[src/rtl/dm_bus_arbiter.sv]
// Two-master arbiter/sequencer for the data-memory port (m0=CPU, m1=secondary); build option DM_ARB_FIXED_PRIO_EN gives m0 strict priority.
// Latency: request sampled in IDLE at cycle T is acked at cycle T+LATENCY+1; transactions are spaced LATENCY+2 cycles apart.
// Backpressure: requests are level-held until ack; m0_stall holds the CPU pipeline until its ack cycle.
module dm_bus_arbiter #(
    parameter int LATENCY = 2,
    parameter int CNT_W   = 4
) (
    input  logic        clk,
    input  logic        reset,
    input  logic        m0_req,
    input  logic [31:0] m0_addr,
    input  logic [31:0] m0_wdata,
    input  logic [3:0]  m0_byteen,
    output logic        m0_ack,
    output logic [31:0] m0_rdata,
    output logic        m0_stall,
    input  logic        m1_req,
    input  logic [31:0] m1_addr,
    input  logic [31:0] m1_wdata,
    input  logic [3:0]  m1_byteen,
    output logic        m1_ack,
    output logic [31:0] m1_rdata,
    output logic        mem_en,
    output logic [31:0] mem_addr,
    output logic [31:0] mem_wdata,
    output logic [3:0]  mem_byteen,
    input  logic [31:0] mem_rdata,
    output logic        grant_id
);

    typedef enum logic [1:0] {
        ST_IDLE   = 2'd0,
        ST_ACCESS = 2'd1,
        ST_RESP   = 2'd2
    } state_t;

    state_t           state_q, state_d;
    logic [CNT_W-1:0] cnt_q, cnt_d;
    logic             last_grant_q, last_grant_d;
    logic             grant_id_q, grant_id_d;
    logic             first_q, first_d;
    logic [31:0]      addr_q, addr_d;
    logic [31:0]      wdata_q, wdata_d;
    logic [3:0]       byteen_q, byteen_d;
    logic [31:0]      rdata_q, rdata_d;
    logic             pick_m1;

    // Arbitration: a lone request wins; on a tie round robin (or m0 when fixed priority is built in).
    always_comb begin
        pick_m1 = m1_req;
        if (m0_req && m1_req) begin
`ifdef DM_ARB_FIXED_PRIO_EN
            pick_m1 = 1'b0;
`else
            pick_m1 = ~last_grant_q;
`endif
        end
    end

    // Sequencer: latch the winner in IDLE, count down slave latency in ACCESS, ack in RESP.
    always_comb begin
        state_d      = state_q;
        cnt_d        = cnt_q;
        last_grant_d = last_grant_q;
        grant_id_d   = grant_id_q;
        first_d      = first_q;
        addr_d       = addr_q;
        wdata_d      = wdata_q;
        byteen_d     = byteen_q;
        rdata_d      = rdata_q;
        unique case (state_q)
            ST_IDLE: begin
                if (m0_req || m1_req) begin
                    grant_id_d = pick_m1;
                    addr_d     = pick_m1 ? m1_addr   : m0_addr;
                    wdata_d    = pick_m1 ? m1_wdata  : m0_wdata;
                    byteen_d   = pick_m1 ? m1_byteen : m0_byteen;
                    cnt_d      = CNT_W'(LATENCY - 1);
                    first_d    = 1'b1;
                    state_d    = ST_ACCESS;
                end
            end
            ST_ACCESS: begin
                // Byte enables are presented once so a write commits exactly once.
                first_d = 1'b0;
                if (cnt_q != '0) begin
                    cnt_d = cnt_q - CNT_W'(1);
                end else begin
                    rdata_d = mem_rdata;
                    state_d = ST_RESP;
                end
            end
            ST_RESP: begin
                last_grant_d = grant_id_q;
                state_d      = ST_IDLE;
            end
            default: begin
                state_d = ST_IDLE;
            end
        endcase
    end

    // State registers; reset abandons any in-flight transaction without an ack.
    always_ff @(posedge clk or negedge reset) begin
        if (!reset) begin
            state_q      <= ST_IDLE;
            cnt_q        <= '0;
            last_grant_q <= 1'b1;
            grant_id_q   <= 1'b0;
            first_q      <= 1'b0;
            addr_q       <= '0;
            wdata_q      <= '0;
            byteen_q     <= '0;
            rdata_q      <= '0;
        end else begin
            state_q      <= state_d;
            cnt_q        <= cnt_d;
            last_grant_q <= last_grant_d;
            grant_id_q   <= grant_id_d;
            first_q      <= first_d;
            addr_q       <= addr_d;
            wdata_q      <= wdata_d;
            byteen_q     <= byteen_d;
            rdata_q      <= rdata_d;
        end
    end

    // Outputs decode straight from state so an asynchronous reset clears them in the same cycle.
    assign mem_en     = (state_q == ST_ACCESS);
    assign mem_addr   = mem_en ? addr_q  : '0;
    assign mem_wdata  = mem_en ? wdata_q : '0;
    assign mem_byteen = (mem_en && first_q) ? byteen_q : '0;
    assign m0_ack     = (state_q == ST_RESP) && !grant_id_q;
    assign m1_ack     = (state_q == ST_RESP) &&  grant_id_q;
    assign m0_rdata   = m0_ack ? rdata_q : '0;
    assign m1_rdata   = m1_ack ? rdata_q : '0;
    assign m0_stall   = m0_req & ~m0_ack;
    assign grant_id   = grant_id_q;

endmodule
[config.mk]
export PLATFORM = sky130hd
export DESIGN_NAME = dm_bus_arbiter
export DESIGN_NICKNAME = d
export VERILOG_FILES = /design/src/rtl/dm_bus_arbiter.sv
export SDC_FILE = /design/constraint.sdc
export NUM_CORES = 1
export LEC_CHECK = 0
export ABC_CLOCK_PERIOD_IN_PS = 2500
export CAP_MARGIN = 20
export CORE_ASPECT_RATIO = 0.5
export CORE_MARGIN = 2
export CORE_UTILIZATION = 35
export DETAILED_ROUTE_END_ITERATION = 7
export PLACE_DENSITY = 0.73
export SLEW_MARGIN = 15
export SYNTH_ARGS = -nofsm -noshare
export SYNTH_HDL_FRONTEND = slang
export SYNTH_SLANG_ARGS = --single-unit
[constraint.sdc]
create_clock -name clk -period 2.5 [get_ports clk]
set_clock_uncertainty 0.2 [all_clocks]
set_input_delay 0.375 -clock clk [delete_from_list [all_inputs] [get_ports clk]]
set_output_delay 0.375 -clock clk [all_outputs]
set_load 0.005 [all_outputs]
# == Word level (Yosys, flattened, before mapping) ==
# Cells that the tools add are included.
# W data, S select, Z words.
# word_totals
regBits,109
inputBits,172
wordCells,50
# op_classes
muxes,17
bitwise,4
addsub,1
reduce_logical,14
eq_ne,5
# op_table
op,count
$mux W32,6
$mux W4,4
$pmux W4 S2,1
$reduce_and A2 Y1,4
$logic_and A1 B1 Y1,4
$mux W2,2
$ne A2 B2 Y1 const B,2
$pmux W2 S2,1
$reduce_bool A4 Y1,1
$sub A4 B1 Y4 const B,1
$not A1 Y1,3
$reduce_and A3 Y1,1
$eq A2 B1 Y1 const B,1
$eq A2 B2 Y1 const B,1
$logic_not A2 Y1,1
$mux W1,2
$ne A2 B1 Y1 const B,1
$pmux W1 S2,1
$reduce_bool A2 Y1,1
$and A1 B1 Y1,1
$logic_not A1 Y1,1
$logic_or A1 B1 Y1,1

# == Longest topological paths before layout ==
# logic_depth
word_depth,4
mapped_depth,7
ltp_nobuf,5

# == Worst setup path before layout ==
# Ideal clock, no wire load.
# synth_timing
kind,reg-to-reg
from,reg cnt_q[0]
to,reg rdata_q[10]
required_ps,2175
t_arrival_ps,1589
path_stages_with_launch,8
slack_ps,586
period_less_slack_ps,1914
setup_time_ps,125
cell_sequence,dfrtp_1 inv_1 ha_1 nand2b_1 or3_1 buf_2 buf_6 mux2_4
# synth_between
elab_chain_cells,3
# synth_lines
element,line_no,rtl
start: declaration,38,"logic [CNT_W-1:0] cnt_q, cnt_d;"
start signal: assignment,117,cnt_q <= cnt_d;
$reduce_bool A4 Y1,86,if (cnt_q != '0) begin
$not A1 Y1 (no line),-,
$reduce_and A2 Y1 (no line),-,
end signal: assignment,124,rdata_q <= rdata_d;
end: declaration,45,"logic [31:0] rdata_q, rdata_d;"
# Every way passes these cells.
# A chain may end at the register's enable or synchronous reset.

# == Worst setup path in the final report ==
# layout_timing
from,reg state_q[0]
to,out mem_wdata[9]
# layout_between
elab_chain_cells,2
# layout_lines
element,line_no,rtl
start: declaration,37,"state_t state_q, state_d;"
start signal: assignment,116,state_q <= state_d;
$eq A2 B1 Y1,129,assign mem_en = (state_q == ST_ACCESS);
$mux W32,131,assign mem_wdata = mem_en ? wdata_q : '0;
end: declaration,25,"output logic [31:0] mem_wdata,"
# Every way passes these cells.

==> impl_metrics.tcl <==
set metrics [dict create \
    status "finished, final reports clean" \
    path_clk_slew_ps 70 \
    yosysMostFrequentCell "a21oi_1" \
    drt-pass1-iter-count 4 \
    ys_seq_area_share_pct 46.6 \
    rows 33 \
    overflow 0 \
    cts_sinks 109 \
    syn_area_per_cell_sq_um 10.4 \
    totalWireLength_microns 18500 \
    ant_nets 0 \
    vias_per_cell 4.82 \
    synth_area_sq_mm 0.00585 \
    utilization_pct 59.6 \
    place_area_sq_mm 0.00925 \
    cp_cell_sequence "buf_4 -> nand2b_4 -> clkinvlp_4 -> buf_6 -> and2_1 -> clkdlybuf4s50_1" \
    ys_async_sr_fraction_pct 100 \
    maxCapViolCount 0 \
    max_freq_mhz 402 \
    drt_iter0_drc 210 \
    die_area_sq_mm 0.0178 \
    finalCritPeriodShare_pct 99.6 \
    synthTopCellsByArea "dfrtp_1 46%, and2_1 14%, a21oi_1 12%" \
    maxSlewViolCount 0 \
    drive_above_1_share_pct 10.5 \
    synthTopCellsByCount "140 x a21oi_1, 129 x and2_1, 108 x dfrtp_1, 70 x mux2i_1, 29 x mux2_4" \
    synth_seq_cells 109 \
    max-vdd-ir-drop_mv 0.649 \
    hold_slack_ps 318 \
    grt_pass1_vias 5372 \
    p_leak_nw 4.99 \
    fin_nets 1038 \
    cpPeakStageDelay_ps 460 \
    setup_viol 0 \
    worstMarginPinSlew_ps 770 \
    post_drt_wl_per_cell_microns 16.9 \
    end_kind "primary output" \
    slowest_stage "clkdlybuf4s50_1" \
    grt_pass1_wl_microns 28500 \
    grt_max_degree 72 \
    hold_path.class "reg -> reg" \
    pwr-share-seq_pct 31.6 \
    gr-usage-all-layers_pct 20.2 \
    finalHoldViolCount 0 \
    rsz0062_at_grt "yes" \
    yosysUniqueCellTypes 26 \
    cts_root_buf "clkbuf_16" \
    syn_inst 564 \
    initial_core_util_pct 35.8 \
    antenna_found_initial 0 \
    pwr-share-clk_pct 15.8 \
    yosysWarningCount 0 \
    yosysTopAreaCellShare_pct 46.2 \
    syn_nets 738 \
    routabilityCongestion 0.825 \
    coreArea_sq_mm 0.0164 \
    required_ps 1920 \
    drc 0 \
    fp.dieW_microns 187 \
    synth_edf_count 0 \
    worstPathArrival_ps 1910 \
    route.vias.total 5268 \
    dp.cells 1068 \
    final_cells 1094 \
    cts_buffers 9 \
    sw_frac_of_total_pct 34.1 \
    power.density_mw_per_mm2 1050 \
    synth_flop_cell "dfrtp_1" \
    ios 309 \
    critPathMaxFanout 16 \
    cts_tree "built" \
    htreeDepth 3 \
    n_antenna_cell 0 \
    crit_type "reg -> out" \
    startpoint_type "flip-flop" \
    area_delta_synth_final_pct 66.6 \
    fin_area_sq_mm 0.00975 \
    clock_latency_ps 340 \
    pwr-share-comb_pct 52.6 \
    relSlewSlack_pct 48.6 \
    clock_path_buffers 2 \
    io_buffers 308 \
    dpl.hpwl_microns 13500 \
    fin_crit_ps 2490 \
    yosys.area.top_type "dfrtp_1" \
    switchingPower_mw 3.50 \
    die_h_microns 95.4 \
    power.internal_mw 6.77 \
]
-- per-stage QoR --
stage | power (mW) | worst slack [ps] | TNS (ps)
finish | 10.3 | 11.0 | 0
global route | 11.0 | -78.1 | -2810
CTS | 10.4 | -28.2 | -313
detailed placement | 8.87 | 178 | 0
global placement | 8.72 | 211 | 0
floorplan | 5.97 | 586 | 0
-- cells in the final DEF (no fill, tap or decap), drive strengths merged, types with 2 or more instances in the layout --
master | netlist | final
clkdlybuf4s50 | 0 | 215
inv | 7 | 6
dfrtp | 108 | 108
buf | 20 | 29
and2 | 129 | 129
nand2b | 3 | 3
clkinvlp | 0 | 2
and3 | 4 | 4
nand2 | 4 | 4
nor2 | 5 | 5
clkdlybuf4s15 | 0 | 2
dlymetal6s2s | 0 | 28
o21ai | 2 | 2
bufinv | 0 | 3
ha | 2 | 2
nand4b | 2 | 2
mux2 | 33 | 33
clkbuf | 28 | 12
dlygate4sd2 | 0 | 60
mux2i | 70 | 70
a21oi | 140 | 140
-- what timing repair did --
| item | CTS | global route |
|---|---|---|
| setup buffers | 5 | 4 |
| resized for setup | 77 | 36 |
| setup endpoints to repair | 132 | 71 |
| gates cloned | 2 | 0 |
| endpoints found under the hold margin | 48 | 0 |
| hold buffers | 1 | 0 |
| pin swaps | 1 | 1 |
-- sequential cells by signal, summed over array words and instances, names as in the netlist --
| name | cells |
|---|---|
| first_q | 1 |
| rdata_q | 32 |
| cnt_q | 4 |
| state_q | 2 |
| grant_id | 1 |
| last_grant_q | 1 |
| byteen_q | 4 |
| addr_q | 32 |
| wdata_q | 32 |
-- path summary, 6_finish.rpt --
| path | from | end | slack [ps] | depth (start not counted) |
|---|---|---|---|---|
| max | state_q[0] | mem_wdata[9] | 10 | 6 |
| min | addr_q[3] | addr_q[3] | 320 | 2 |
| max reg2reg | cnt_q[0] | rdata_q[20] | 350 | 6 |
| min reg2reg | addr_q[3] | addr_q[3] | 320 | 2 |
| max in group asynchronous | reset | state_q[1] | 960 | 3 |
| min in group asynchronous | reset | rdata_q[10] | 410 | 2 |
-- logic make-up after synthesis --
group,synth area share [%]
AO/OA/AOI/OAI,12.6
adder cells (fa/ha/maj),0.427
buffers and inverters,4.32
flip-flops,46.6
multiplexers,20.2
AND/OR/NAND/NOR,15.9
-- power by group through the flow --
stage | logic, mW | clock network (mW) | registers (mW)
after global routing | 5.87 | 1.73 | 3.36
after CTS | 5.45 | 1.67 | 3.24
after detailed placement | 5.62 | 0 | 3.25
after floorplan | 2.96 | 0 | 3.02
final | 5.40 | 1.62 | 3.25
after global placement | 5.49 | 0 | 3.23
-- worst max-delay path, delay by kind of cell, from the launching register on --
kind / cells / cell delay (ps)
and+or+nand+nor: 2 / 260
DFF: 1 / 400
buffers and inverters: 4 / 910
-- final cells by class --
class	count	area, sq um
multi-input combinational	400	2910
timing repair buffer	337	3460
inverter	7	30.0
fill	1422	6600
tap	227	284
sequential	109	2730
clock buffer	10	239
clock inverter	4	97.6
-- metal layers --
layer	routed length [microns]	GRT usage [%]
met1	7460	24.1
met2	9880	37.3
met3	850	4.42
met4	325	5.49
met5	0	0
No activity file was read; power rests on OpenSTA's default activity.
